[src/rtl/tmds_link_sequencer_pkg.sv]
// Shared TMDS constants: control-period tokens, sequencer state encodings, lane bundle.
// Latency n/a; no handshake.
package tmds_link_sequencer_pkg;

  localparam logic [9:0] CTRL_TOKEN_00 = 10'b1101010100;
  localparam logic [9:0] CTRL_TOKEN_01 = 10'b0010101011;
  localparam logic [9:0] CTRL_TOKEN_10 = 10'b0101010100;
  localparam logic [9:0] CTRL_TOKEN_11 = 10'b1010101011;

  typedef enum logic [2:0] {
    WAIT_LOCK = 3'd0,
    SER_RST   = 3'd1,
    CTRL      = 3'd2,
    ACTIVE    = 3'd3
  } seq_state_e;

  typedef struct packed {
    logic [9:0] ch2;
    logic [9:0] ch1;
    logic [9:0] ch0;
  } tmds_lanes_t;

  localparam tmds_lanes_t LANES_IDLE = '{ch2: CTRL_TOKEN_00, ch1: CTRL_TOKEN_00, ch0: CTRL_TOKEN_00};

endpackage

[src/rtl/tmds_link_sequencer_if.sv]
// Encoder-to-serializer link bundle through the sequencer, plus lock/mute control and status.
// master = sequencer side, slave = surrounding display top.
interface tmds_link_sequencer_if;
  logic       i_locked;
  logic       i_mute;
  logic [9:0] i_tmds_ch0;
  logic [9:0] i_tmds_ch1;
  logic [9:0] i_tmds_ch2;
  logic [9:0] o_tmds_ch0;
  logic [9:0] o_tmds_ch1;
  logic [9:0] o_tmds_ch2;
  logic       o_ser_rst;
  logic       o_link_up;
  logic [2:0] o_state;

  modport master (
    input  i_locked, i_mute, i_tmds_ch0, i_tmds_ch1, i_tmds_ch2,
    output o_tmds_ch0, o_tmds_ch1, o_tmds_ch2, o_ser_rst, o_link_up, o_state
  );

  modport slave (
    output i_locked, i_mute, i_tmds_ch0, i_tmds_ch1, i_tmds_ch2,
    input  o_tmds_ch0, o_tmds_ch1, o_tmds_ch2, o_ser_rst, o_link_up, o_state
  );
endinterface

[src/rtl/tmds_link_sequencer.sv]
// Brings up the TMDS serializers (lock wait, serializer reset, control preamble) then passes encoder words.
// One-cycle registered latency on all outputs; no backpressure, lanes always update together.
module tmds_link_sequencer
  import tmds_link_sequencer_pkg::*;
#(
  parameter int LOCK_CYCLES    = 16,
  parameter int SER_RST_CYCLES = 8,
  parameter int CTRL_CYCLES    = 64,
  parameter int CNT_W          = 8
) (
  input  logic                  i_clk,
  input  logic                  i_rst,
  tmds_link_sequencer_if.master lnk
);

  if (LOCK_CYCLES < 1 || SER_RST_CYCLES < 1 || CTRL_CYCLES < 1 ||
      LOCK_CYCLES > 2**CNT_W || SER_RST_CYCLES > 2**CNT_W || CTRL_CYCLES > 2**CNT_W) begin : g_bad_param
    $error("tmds_link_sequencer: *_CYCLES must be in 1..2**CNT_W");
  end

  localparam logic [CNT_W-1:0] LOCK_LAST = CNT_W'(LOCK_CYCLES - 1);
  localparam logic [CNT_W-1:0] SRST_LAST = CNT_W'(SER_RST_CYCLES - 1);
  localparam logic [CNT_W-1:0] CTRL_LAST = CNT_W'(CTRL_CYCLES - 1);

  seq_state_e       state_q, state_d;
  logic [CNT_W-1:0] cnt_q, cnt_d;
  logic             ser_rst_q;
  logic             link_up_q;
  tmds_lanes_t      lanes_q;
  tmds_lanes_t      lanes_in;

  assign lanes_in = '{ch2: lnk.i_tmds_ch2, ch1: lnk.i_tmds_ch1, ch0: lnk.i_tmds_ch0};

  // Lock loss is checked first in every state so it always wins over count expiry.
  always_comb begin
    state_d = state_q;
    cnt_d   = cnt_q + 1'b1;
    case (state_q)
      WAIT_LOCK: begin
        if (!lnk.i_locked) begin
          cnt_d = '0;
        end else if (cnt_q == LOCK_LAST) begin
          state_d = SER_RST;
          cnt_d   = '0;
        end
      end
      SER_RST: begin
        if (!lnk.i_locked) begin
          state_d = WAIT_LOCK;
          cnt_d   = '0;
        end else if (cnt_q == SRST_LAST) begin
          state_d = CTRL;
          cnt_d   = '0;
        end
      end
      CTRL: begin
        if (!lnk.i_locked) begin
          state_d = WAIT_LOCK;
          cnt_d   = '0;
        end else if (cnt_q == CTRL_LAST) begin
          state_d = ACTIVE;
          cnt_d   = '0;
        end
      end
      ACTIVE: begin
        cnt_d = '0;
        if (!lnk.i_locked) begin
          state_d = WAIT_LOCK;
        end
      end
      default: begin
        state_d = WAIT_LOCK;
        cnt_d   = '0;
      end
    endcase
  end

  // Outputs follow the next state so they switch on the same edge as state_q.
  always_ff @(posedge i_clk) begin
    if (i_rst) begin
      state_q   <= WAIT_LOCK;
      cnt_q     <= '0;
      ser_rst_q <= 1'b1;
      link_up_q <= 1'b0;
      lanes_q   <= LANES_IDLE;
    end else begin
      state_q   <= state_d;
      cnt_q     <= cnt_d;
      ser_rst_q <= (state_d == WAIT_LOCK) || (state_d == SER_RST);
      link_up_q <= (state_d == ACTIVE);
      if ((state_d == ACTIVE) && !lnk.i_mute) begin
        lanes_q <= lanes_in;
      end else begin
        lanes_q <= LANES_IDLE;
      end
    end
  end

  assign lnk.o_tmds_ch0 = lanes_q.ch0;
  assign lnk.o_tmds_ch1 = lanes_q.ch1;
  assign lnk.o_tmds_ch2 = lanes_q.ch2;
  assign lnk.o_ser_rst  = ser_rst_q;
  assign lnk.o_link_up  = link_up_q;
  assign lnk.o_state    = state_q;

endmodule

[src/flat_wrapper.sv]
// flat-port wrapper written by rule: the top's interface ports become plain ports
module tmds_link_sequencer_flat import tmds_link_sequencer_pkg::*;
#(
  parameter int LOCK_CYCLES    = 16,
  parameter int SER_RST_CYCLES = 8,
  parameter int CTRL_CYCLES    = 64,
  parameter int CNT_W          = 8
)
  (i_clk, i_rst, lnk_i_locked, lnk_i_mute, lnk_i_tmds_ch0, lnk_i_tmds_ch1, lnk_i_tmds_ch2, lnk_o_tmds_ch0, lnk_o_tmds_ch1, lnk_o_tmds_ch2, lnk_o_ser_rst, lnk_o_link_up, lnk_o_state);
  tmds_link_sequencer_if lnk_i ();
  input  logic i_clk;
  input  logic i_rst;
  input wire logic [$bits(lnk_i.i_locked)-1:0] lnk_i_locked;
  input wire logic [$bits(lnk_i.i_mute)-1:0] lnk_i_mute;
  input wire logic [$bits(lnk_i.i_tmds_ch0)-1:0] lnk_i_tmds_ch0;
  input wire logic [$bits(lnk_i.i_tmds_ch1)-1:0] lnk_i_tmds_ch1;
  input wire logic [$bits(lnk_i.i_tmds_ch2)-1:0] lnk_i_tmds_ch2;
  output wire logic [$bits(lnk_i.o_tmds_ch0)-1:0] lnk_o_tmds_ch0;
  output wire logic [$bits(lnk_i.o_tmds_ch1)-1:0] lnk_o_tmds_ch1;
  output wire logic [$bits(lnk_i.o_tmds_ch2)-1:0] lnk_o_tmds_ch2;
  output wire logic [$bits(lnk_i.o_ser_rst)-1:0] lnk_o_ser_rst;
  output wire logic [$bits(lnk_i.o_link_up)-1:0] lnk_o_link_up;
  output wire logic [$bits(lnk_i.o_state)-1:0] lnk_o_state;
  assign lnk_i.i_locked = lnk_i_locked;
  assign lnk_i.i_mute = lnk_i_mute;
  assign lnk_i.i_tmds_ch0 = lnk_i_tmds_ch0;
  assign lnk_i.i_tmds_ch1 = lnk_i_tmds_ch1;
  assign lnk_i.i_tmds_ch2 = lnk_i_tmds_ch2;
  assign lnk_o_tmds_ch0 = lnk_i.o_tmds_ch0;
  assign lnk_o_tmds_ch1 = lnk_i.o_tmds_ch1;
  assign lnk_o_tmds_ch2 = lnk_i.o_tmds_ch2;
  assign lnk_o_ser_rst = lnk_i.o_ser_rst;
  assign lnk_o_link_up = lnk_i.o_link_up;
  assign lnk_o_state = lnk_i.o_state;
  tmds_link_sequencer #(.LOCK_CYCLES(LOCK_CYCLES), .SER_RST_CYCLES(SER_RST_CYCLES), .CTRL_CYCLES(CTRL_CYCLES), .CNT_W(CNT_W)) u_core (.i_clk(i_clk), .i_rst(i_rst), .lnk(lnk_i));
endmodule
[config.mk]
export PLATFORM = sky130hd
export DESIGN_NAME = tmds_link_sequencer_flat
export DESIGN_NICKNAME = d
export VERILOG_FILES = /design/src/rtl/tmds_link_sequencer_pkg.sv /design/src/rtl/tmds_link_sequencer_if.sv /design/src/rtl/tmds_link_sequencer.sv /design/src/flat_wrapper.sv
export SDC_FILE = /design/constraint.sdc
export NUM_CORES = 1
export LEC_CHECK = 0
export BUFFER_PORTS_ARGS = -buffer_cell sky130_fd_sc_hd__buf_2
export CORE_MARGIN = 10
export CORE_UTILIZATION = 42
export CTS_CLUSTER_SIZE = 14
export DETAILED_ROUTE_END_ITERATION = 6
export PLACE_DENSITY_LB_ADDON = 0.1
export SETUP_SLACK_MARGIN = 0.4
export SLEW_MARGIN = 40
export SYNTH_ARGS = -nofsm -noshare
export SYNTH_HDL_FRONTEND = slang
export SYNTH_SLANG_ARGS = --single-unit
export TNS_END_PERCENT = 100
[constraint.sdc]
create_clock -name i_clk -period 1.9 [get_ports i_clk]
set_input_delay 0.475 -clock i_clk [delete_from_list [all_inputs] [get_ports i_clk]]
set_output_delay 0.475 -clock i_clk [all_outputs]
set_load 0.01 [all_outputs]
Word level (Yosys, flattened, before mapping)
Cells that the tools add are included.
{"block": "word_totals", "reg_bits": 43, "latch_bits": 0, "ram_bits": 0, "romBits": 0, "in_bits": 34, "out_inout_bits": 35, "mem_count": 0}
{"block": "op_classes", "addsub": 1, "mul": 0, "n_div": 0, "order_cmp": 0, "n_eq_ne": 8, "shift": 0, "muxes": 15, "bitwise_logic": 1, "n_reduce_logical": 6}
{"op": "two-way mux 8 bit", "n": 6}
{"op": "case mux 8 bit (3 select lines)", "n": 1}
{"op": "two-way mux 3 bit", "n": 7}
{"op": "case mux 3 bit (4 select lines)", "n": 1}
{"op": "== test 3 x 2 -> 1 bit (second input constant)", "n": 3}
{"op": "adder 8 x 1 -> 8 bit (second input constant)", "n": 1}
{"op": "== test 8 x 3 -> 1 bit (second input constant)", "n": 1}
{"op": "== test 8 x 4 -> 1 bit (second input constant)", "n": 1}
{"op": "== test 8 x 6 -> 1 bit (second input constant)", "n": 1}
{"op": "== test 3 x 1 -> 1 bit (second input constant)", "n": 2}
{"op": "zero test 3 bit", "n": 2}
{"op": "OR reduction 2 bit", "n": 1}
{"op": "logical AND 1 bit", "n": 1}
{"op": "zero test 1 bit", "n": 1}
{"op": "logical OR 1 bit", "n": 1}
{"op": "inverter 1 bit", "n": 1}

Longest topological paths before layout
Gate-level depths: netlist of run 1.
{"block": "logic_depth", "word_depth": 8, "ltp_mapped": 6, "mapped_depth_nobuf": 5}

Least setup slack after synthesis of run 1
No wires, ideal clock.
{"block": "synth_timing", "kind": "reg2reg", "from": "register u_core.cnt_q[0]", "to": "register u_core.lanes_q, in the netlist u_core.lnk.o_tmds_ch0[2]", "t_arrival_ns": 1.409, "required_ns": 1.782, "setup_slack_ns": 0.374, "stages_incl_launch_ff": 7, "synth_period_minus_slack_ns": 1.526, "path_cell_list": "dfxtp_1 ha_1 nor3b_4 a32oi_1 nor3_2 buf_2 nand2b_1"}
{"block": "synth_between", "elab_chain_len": 8, "elab_cells_between_ends": 14, "classes_between": "eq/ne (4); mux (7); bitwise (1); reduce/logical (2)"}
{"element": "start, declared", "line_no": "tmds_link_sequencer.sv:26", "rtl": "logic [CNT_W-1:0] cnt_q, cnt_d;"}
{"element": "start signal, assigned", "line_no": "tmds_link_sequencer.sv:88", "rtl": "cnt_q <= cnt_d;"}
{"element": "== test 8 x 6 -> 1 bit, or another cell as far along", "line_no": "tmds_link_sequencer.sv:60", "rtl": "end else if (cnt_q == CTRL_LAST) begin"}
{"element": "two-way mux 3 bit, on equally long branches", "line_no": "tmds_link_sequencer.sv:60, tmds_link_sequencer.sv:51, tmds_link_sequencer.sv:42"}
{"element": "two-way mux 3 bit, on equally long branches", "line_no": "tmds_link_sequencer.sv:57, tmds_link_sequencer.sv:48, tmds_link_sequencer.sv:40"}
{"element": "case mux 3 bit (4 select lines) *", "line_no": "tmds_link_sequencer.sv:38", "rtl": "case (state_q)"}
{"element": "== test 3 x 2 -> 1 bit *", "line_no": "tmds_link_sequencer.sv:91", "rtl": "if ((state_d == ACTIVE) && !lnk.i_mute) begin"}
{"element": "logical AND 1 bit *", "line_no": "tmds_link_sequencer.sv:91"}
{"element": "inverter 1 bit (no line) *"}
{"element": "OR reduction 2 bit (no line) *"}
{"element": "end signal, assigned", "line_no": "tmds_link_sequencer.sv:92", "rtl": "lanes_q <= lanes_in;"}
{"element": "end, declared", "line_no": "tmds_link_sequencer.sv:29", "rtl": "tmds_lanes_t lanes_q;"}
Mark *: on every way between the ends. The rest lies on a longest branch, timed or not.
A chain may end at the register's enable or synchronous reset.

Worst setup path after layout of run 1
{"block": "layout_timing", "from": "register u_core.cnt_q[1]", "to": "register u_core.cnt_q[3]"}
{"block": "layout_between", "elab_chain_len": 4, "elab_cells_between_ends": 11, "classes_between": "add/sub (1); eq/ne (3); mux (7)"}
{"element": "adder 8 x 1 -> 8 bit, or another cell as far along", "line_no": "tmds_link_sequencer.sv:37", "rtl": "cnt_d = cnt_q + 1'b1;"}
{"element": "two-way mux 8 bit, on equally long branches", "line_no": "tmds_link_sequencer.sv:60, tmds_link_sequencer.sv:51, tmds_link_sequencer.sv:42"}
{"element": "two-way mux 8 bit, on equally long branches", "line_no": "tmds_link_sequencer.sv:57, tmds_link_sequencer.sv:48, tmds_link_sequencer.sv:40"}
{"element": "case mux 8 bit (3 select lines) *", "line_no": "tmds_link_sequencer.sv:38"}
Marks and branches as above.

==> results of run 1 <==
final cells by class:
class | instances | area, sq um
clock buffers | 6 | 41.3
clock inverters | 1 | 30.0
fillers | 263 | 1060
inverters | 2 | 7.51
multi-input cells | 71 | 522
flip-flops and latches | 43 | 867
well taps | 44 | 55.1
repair buffers | 80 | 490
stage by stage:
stage               instances  total power (W)  setup WS, ns  hold slack [ns]
floorplan                 120         0.000936         0.396            0.442
global placement          229         0.000967         0.243            0.456
detailed placement        229         0.000967         0.198            0.469
CTS                       246          0.00151         0.242            0.290
global route              247          0.00155         0.216            0.288
finish                    247          0.00149         0.272            0.302
routing by layer:
metal	global-route usage (%)	up-vias	part of all wire (%)
li1	-	552	-
met1	11.7	492	39
met2	19.1	44	48
met3	6.18	9	11
met4	5.20	0	2.4
met5	0	-	0
logic make-up (layout without fill, tap and decap cells):
logic type / count (synthesis) / after routing / share of synthesized area, %
AOI/OAI and AO/OA: 9 / 9 / 4.98
other: 1 / 1 / 0.276
adders and majority gates: 1 / 1 / 0.922
xor gates and xnor gates: 6 / 6 / 3.87
DFF: 43 / 43 / 63.4
and+or+nand+nor: 54 / 54 / 24.3
buffers and inverters: 6 / 89 / 2.21
sequential cells by signal, summed over array words and instances (netlist names):
name	flops
u_core.lnk.o_tmds_ch2	10
u_core.lnk.o_link_up	1
u_core.lnk.o_tmds_ch0	10
u_core.lnk.o_state	3
u_core.lnk.o_tmds_ch1	10
u_core.cnt_q	8
u_core.lnk.o_ser_rst	1
path summary, 6_finish.rpt:
check	from	slack, ns	cells past startpoint	endpoint
worst min-delay path	lnk_i_tmds_ch1[2]	0.30	2	u_core.lnk.o_tmds_ch1[2]$_SDFF_PP1_
worst max register to register	u_core.cnt_q[1]$_SDFF_PP0_	0.27	7	u_core.cnt_q[3]$_SDFF_PP0_
worst max-delay path	u_core.cnt_q[1]$_SDFF_PP0_	0.27	7	u_core.cnt_q[3]$_SDFF_PP0_
worst min register to register	u_core.lnk.o_state[0]$_SDFF_PP0_	0.54	1	u_core.cnt_q[2]$_SDFF_PP0_
what timing repair did:
item / in CTS / in global routing
gates cloned: 2 / 0
endpoints found under the setup margin: 38 / 40
pin swaps: 9 / 6
setup buffers: 8 / 1
gates resized for setup: 14 / 7
worst max-delay path, cell delays in order (launching register included):
cell	delay [ns]
dfxtp_2	0.35
ha_4	0.16
nor3b_4	0.14
buf_4	0.15
buf_6	0.11
a21o_1	0.14
a221o_2	0.41
nor2_1	0.11
power breakdown:
| group | total, W | switching [W] | leakage, nW | internal (W) |
|---|---|---|---|---|
| clock network | 0.000540 | 0.000269 | 0.0383 | 0.000271 |
| logic | 0.0000470 | 0.0000131 | 0.510 | 0.0000340 |
| registers | 0.000906 | 0.00000212 | 0.350 | 0.000903 |
| total | 0.00149 | 0.000284 | 0.898 | 0.00121 |
cells in the mapped netlist:
| cell | number | area share (%) |
|---|---|---|
| dfxtp_1 | 43 | 63 |
| nor3_2 | 1 | 0.74 |
| nor2b_1 | 2 | 0.92 |
| a21o_1 | 1 | 0.55 |
| a41oi_1 | 1 | 0.65 |
| xor2_1 | 5 | 3.2 |
| nand4_1 | 2 | 0.92 |
| nor2_1 | 9 | 2.5 |
| a21oi_1 | 1 | 0.37 |
| nand2b_1 | 16 | 7.4 |
| nand3_1 | 3 | 1.1 |
| nor3b_4 | 1 | 1.4 |
| conb_1 | 1 | 0.28 |
| xnor2_1 | 1 | 0.65 |
| o21ai_0 | 1 | 0.37 |
| buf_2 | 3 | 1.1 |
| or3b_1 | 1 | 0.65 |
| a32oi_1 | 1 | 0.65 |
| buf_4 | 1 | 0.55 |
| and3_1 | 2 | 0.92 |
| and2_1 | 15 | 6.9 |
| ha_1 | 1 | 0.92 |
| o21bai_1 | 1 | 0.55 |
| a221o_1 | 1 | 0.74 |
| and4_1 | 1 | 0.65 |
| nand2_1 | 1 | 0.28 |
| a21boi_0 | 1 | 0.55 |
| inv_1 | 2 | 0.55 |
| a211oi_1 | 1 | 0.55 |
==> impl_metrics.env, run 1 <==
export IMPL_cellPowerDensity_nw_per_um2=742
export IMPL_grt_overflow_total=0
export IMPL_gp_congestion=0.794
export IMPL_p_leak_nw=0.898
export IMPL_end_kind="flip-flop"
export IMPL_path_max_fanout=7
export IMPL_grt_pass1_wl_mm=5.51
export IMPL_num_nets_final=238
export IMPL_min_path_type="primary input to flip-flop"
export IMPL_syn_instance_count=120
export IMPL_cts_buffer_depth=2
export IMPL_clkLatencyLatePin_ns=0.34
export IMPL_drive_gt1_share_pct=49.8
export IMPL_antenna_cells=0
export IMPL_cts_tree="done"
export IMPL_viasPerCell=4.44
export IMPL_wl_mm=3.40
export IMPL_start_kind="flip-flop"
export IMPL_grt_usage_pct=11.5
export IMPL_first_global_vias=1162
export IMPL_fin_worst_skew_ns=0.00962
export IMPL_dpl_cell_area_sq_um=1750
export IMPL_ys_warn_count=0
export IMPL_clkSlewWorstSetupHoldPaths_ns=0.12
export IMPL_vias=1097
export IMPL_clock_sinks=43
export IMPL_required_ns=2.18
export IMPL_path_class="flip-flop to flip-flop"
export IMPL_area_delta_synth_final_pct=48.3
export IMPL_drtIter0Drc=44
export IMPL_synth_cell_type_count=29
export IMPL_ys_ff_latch=43
export IMPL_cts_made_buffers=5
export IMPL_grt_antenna_before_repair=0
export IMPL_max_cap_violations=0
export IMPL_clock_root_buffer="clkbuf_4"
export IMPL_fp_dieH_um=76.9
export IMPL_setup_viol=0
export IMPL_die_area_sq_um=5910
export IMPL_finalCriticalPeriod_ns=1.63
export IMPL_pin_count=69
export IMPL_initial_core_util_pct=44.1
export IMPL_fin_crit_sh_pct=85.7
export IMPL_core_area_sq_um=3080
export IMPL_layout_common_cells="buf_2 (68), dfxtp_1 (38), and2_1 (15)"
export IMPL_syn_area_sq_um=1360
export IMPL_outcome="finished clean"
export IMPL_avgSynthCellArea_sq_um=11.3
export IMPL_yosysSeqAreaShare_pct=63.4
export IMPL_stdcell_area_sq_um=2010
export IMPL_final_util_pct=65.4
export IMPL_ir_drop_v=0.000484
export IMPL_rsz0062_at_grt="true"
export IMPL_final_common_cell="buf_2"
export IMPL_drc=0
export IMPL_worstPathArrival_ns=1.91
export IMPL_drv_slew=0
export IMPL_dr_pass1_iters=4
export IMPL_tns_ns=0
export IMPL_die_w_um=76.9
export IMPL_rows=20
export IMPL_synth_nets=155
export IMPL_antenna_left=0
export IMPL_hpwl_mm=2.47
export IMPL_htreeDepth=2
export IMPL_cts_hold_buf=0
export IMPL_io_buffers=68
export IMPL_grt_max_degree=16
export IMPL_fmaxAchievable_mhz=614
export IMPL_final_hold_violation_count=0
export IMPL_wl_per_cell_um=13.8
No activity file was read; power rests on OpenSTA's default activity.
==> run 2, diff against run 1 <==
--- a/config.mk
+++ b/config.mk
@@ -11,6 +11,7 @@
 export CTS_CLUSTER_SIZE = 14
 export DETAILED_ROUTE_END_ITERATION = 6
 export PLACE_DENSITY_LB_ADDON = 0.1
+export REMOVE_ABC_BUFFERS = 1
 export SETUP_SLACK_MARGIN = 0.4
 export SLEW_MARGIN = 40
 export SYNTH_ARGS = -nofsm -noshare
==> run 2 against run 1 <==
Clock skew is 0.0030 ns lower. Largest power group unchanged. Via count is 0.27% higher. Largest cell class unchanged. First-iteration DRC count is 6.8% lower. Sequential power hardly changed. Total power is 5.8% lower. Critical endpoint is now u_core.cnt_q[0]$_SDFF_PP0_. Sequential cell count stayed put. Routed wire length hardly changed. Final cell count is 0.81% higher. Die area stayed put. Core utilization is 0.65 points higher.
==> impl_metrics.env, run 2 (synthesized netlist as in run 1, its figures left out) <==
export IMPL_antenna_cells=0
export IMPL_cts_tree="done"
export IMPL_outcome="finished clean"
export IMPL_power_frac_seq_pct=64.3
export IMPL_p_leak_nw=0.933
export IMPL_power_frac_comb_pct=3.5
export IMPL_ir_drop_v=0.000451
export IMPL_required_ns=2.18
export IMPL_layout_common_cells="buf_2 (68), dfxtp_1 (37), nand2b_1 (12)"
export IMPL_end_kind="flip-flop"
export IMPL_r2r_cells=6
export IMPL_rr_startpoint="u_core.cnt_q[1]$_SDFF_PP0_"
export IMPL_die_w_um=76.9
export IMPL_slowest_delay_ns=0.41
export IMPL_hold_start="lnk_i_tmds_ch2[2]"
export IMPL_cts_buffer_depth=2
export IMPL_cts_hold_buf=0
export IMPL_p_int_w=0.00112
export IMPL_tns_ns=0
export IMPL_viasPerCell=4.42
export IMPL_worstPathArrival_ns=1.81
export IMPL_grt_max_degree=14
export IMPL_rr_endpoint="u_core.cnt_q[0]$_SDFF_PP0_"
export IMPL_drc=0
export IMPL_gp_congestion=0.717
export IMPL_swShare_pct=20.3
export IMPL_drive_gt1_share_pct=56.6
export IMPL_cpLargestDelayFamily="compound AO/OA/AOI/OAI gates"
export IMPL_fp_dieH_um=76.9
export IMPL_grt_antenna_before_repair=0
export IMPL_fmaxAchievable_mhz=654
export IMPL_htreeDepth=2
export IMPL_path_cells="ha_4 > nor3b_4 > buf_4 > a21o_1 > a221o_2 > nor2_2"
export IMPL_critical_path_startpoint="u_core.cnt_q[1]$_SDFF_PP0_"
export IMPL_vias=1100
export IMPL_rrSetupSlack_ns=0.37
export IMPL_final_common_cell="buf_2"
export IMPL_core_area_sq_um=3080
export IMPL_wl_mm=3.40
export IMPL_finalCriticalPeriod_ns=1.53
export IMPL_fin_worst_skew_ns=0.00664
export IMPL_clock_sinks=43
export IMPL_cp_slowest_cell="a221o_2"
export IMPL_grt_usage_pct=11.4
export IMPL_p_sw_w=0.000286
export IMPL_total_power_w=0.00141
export IMPL_max_cap_violations=0
export IMPL_clkLatencyLatePin_ns=0.34
export IMPL_clkSlewWorstSetupHoldPaths_ns=0.12
export IMPL_cellPowerDensity_nw_per_um2=692
export IMPL_grt_overflow_total=0
export IMPL_first_global_vias=1133
export IMPL_io_buffers=68
export IMPL_min_path_type="primary input to flip-flop"
export IMPL_cts_made_buffers=5
export IMPL_clockPowerShare_pct=32.2
export IMPL_path_max_fanout=7
export IMPL_crit_cells=6
export IMPL_place_ws_ns=0.197
export IMPL_fin_crit_sh_pct=80.5
export IMPL_die_area_sq_um=5910
export IMPL_pin_count=69
export IMPL_start_kind="flip-flop"
export IMPL_rsz0062_at_grt="true"
export IMPL_critPathBufInv=1
export IMPL_drv_slew=0
export IMPL_num_nets_final=239
export IMPL_fin_ws_ns=0.371
export IMPL_cp_endpoint="u_core.cnt_q[0]$_SDFF_PP0_"
export IMPL_wl_per_cell_um=13.6
export IMPL_clock_root_buffer="clkbuf_4"
export IMPL_path_class="flip-flop to flip-flop"
export IMPL_grt_pass1_wl_mm=5.43
export IMPL_area_delta_synth_final_pct=49.8
export IMPL_antenna_left=0
export IMPL_setup_viol=0
export IMPL_drtIter0Drc=41
export IMPL_dr_pass1_iters=4
export IMPL_rows=20
export IMPL_final_hold_violation_count=0
export IMPL_initial_core_util_pct=44.1
export IMPL_hpwl_mm=2.47
## run 2: changes by cell type in the layout (fill, tap and decap cells not counted), moves of 2 or more
cell	change
and2_1	-8
nand2b_1	-2
buf_6	+2
nand2b_4	+2
and2_4	+8
## run 2: area by class of cell
cell class              instances  area (sq um)
flip-flops and latches         43           871
repair buffers                 81           480
multi-input cells              71           556
fillers                       274          1040
inverters                       2          7.51
well taps                      44          55.1
clock inverters                 1          8.76
clock buffers                   7          55.1
## run 2: timing repair
action	in CTS	in global routing
resized for setup	22	17
setup endpoints to repair	38	42
pin swaps	19	10
cloned	3	0
buffers inserted	6	2
## run 2: worst min path at each step
stage | endpoint | slack [ns] | depth (start not counted)
finish | u_core.lnk.o_tmds_ch2[2]$_SDFF_PP1_ | 0.30 | 2
global route | u_core.lnk.o_tmds_ch2[4]$_SDFF_PP1_ | 0.29 | 2
CTS | u_core.lnk.o_tmds_ch2[2]$_SDFF_PP1_ | 0.29 | 2
detailed placement | u_core.cnt_q[0]$_SDFF_PP0_ | 0.48 | 1
global placement | u_core.cnt_q[0]$_SDFF_PP0_ | 0.46 | 1
floorplan | u_core.cnt_q[0]$_SDFF_PP0_ | 0.44 | 1
## run 2: through the flow
step / hold slack [ns] / std cells / utilization (%) / instance area, sq um
CTS: 0.288 / 247 / 63.6 / 1960
global route: 0.287 / 249 / 66.1 / 2030
floorplan: 0.442 / 116 / - / 1340
finish: 0.301 / 249 / 66.1 / 2030
global placement: 0.457 / 230 / 56.7 / 1750
detailed placement: 0.478 / 230 / 56.7 / 1750
## run 2: layer usage
layer	part of all wire [%]	GRT usage, %	vias to the layer above
met5	0	0	-
met4	1.4	4.46	0
met3	11	7.46	6
met2	52	19.8	37
met1	36	10.4	501
li1	-	-	556
## run 2: power groups by stage
stage               clock network (W)   logic [W]  registers, W
floorplan                           0  0.00000957      0.000926
global placement                    0   0.0000412      0.000926
detailed placement                  0   0.0000421      0.000926
CTS                          0.000473   0.0000456      0.000904
global route                 0.000513   0.0000547      0.000905
finish                       0.000453   0.0000497      0.000904
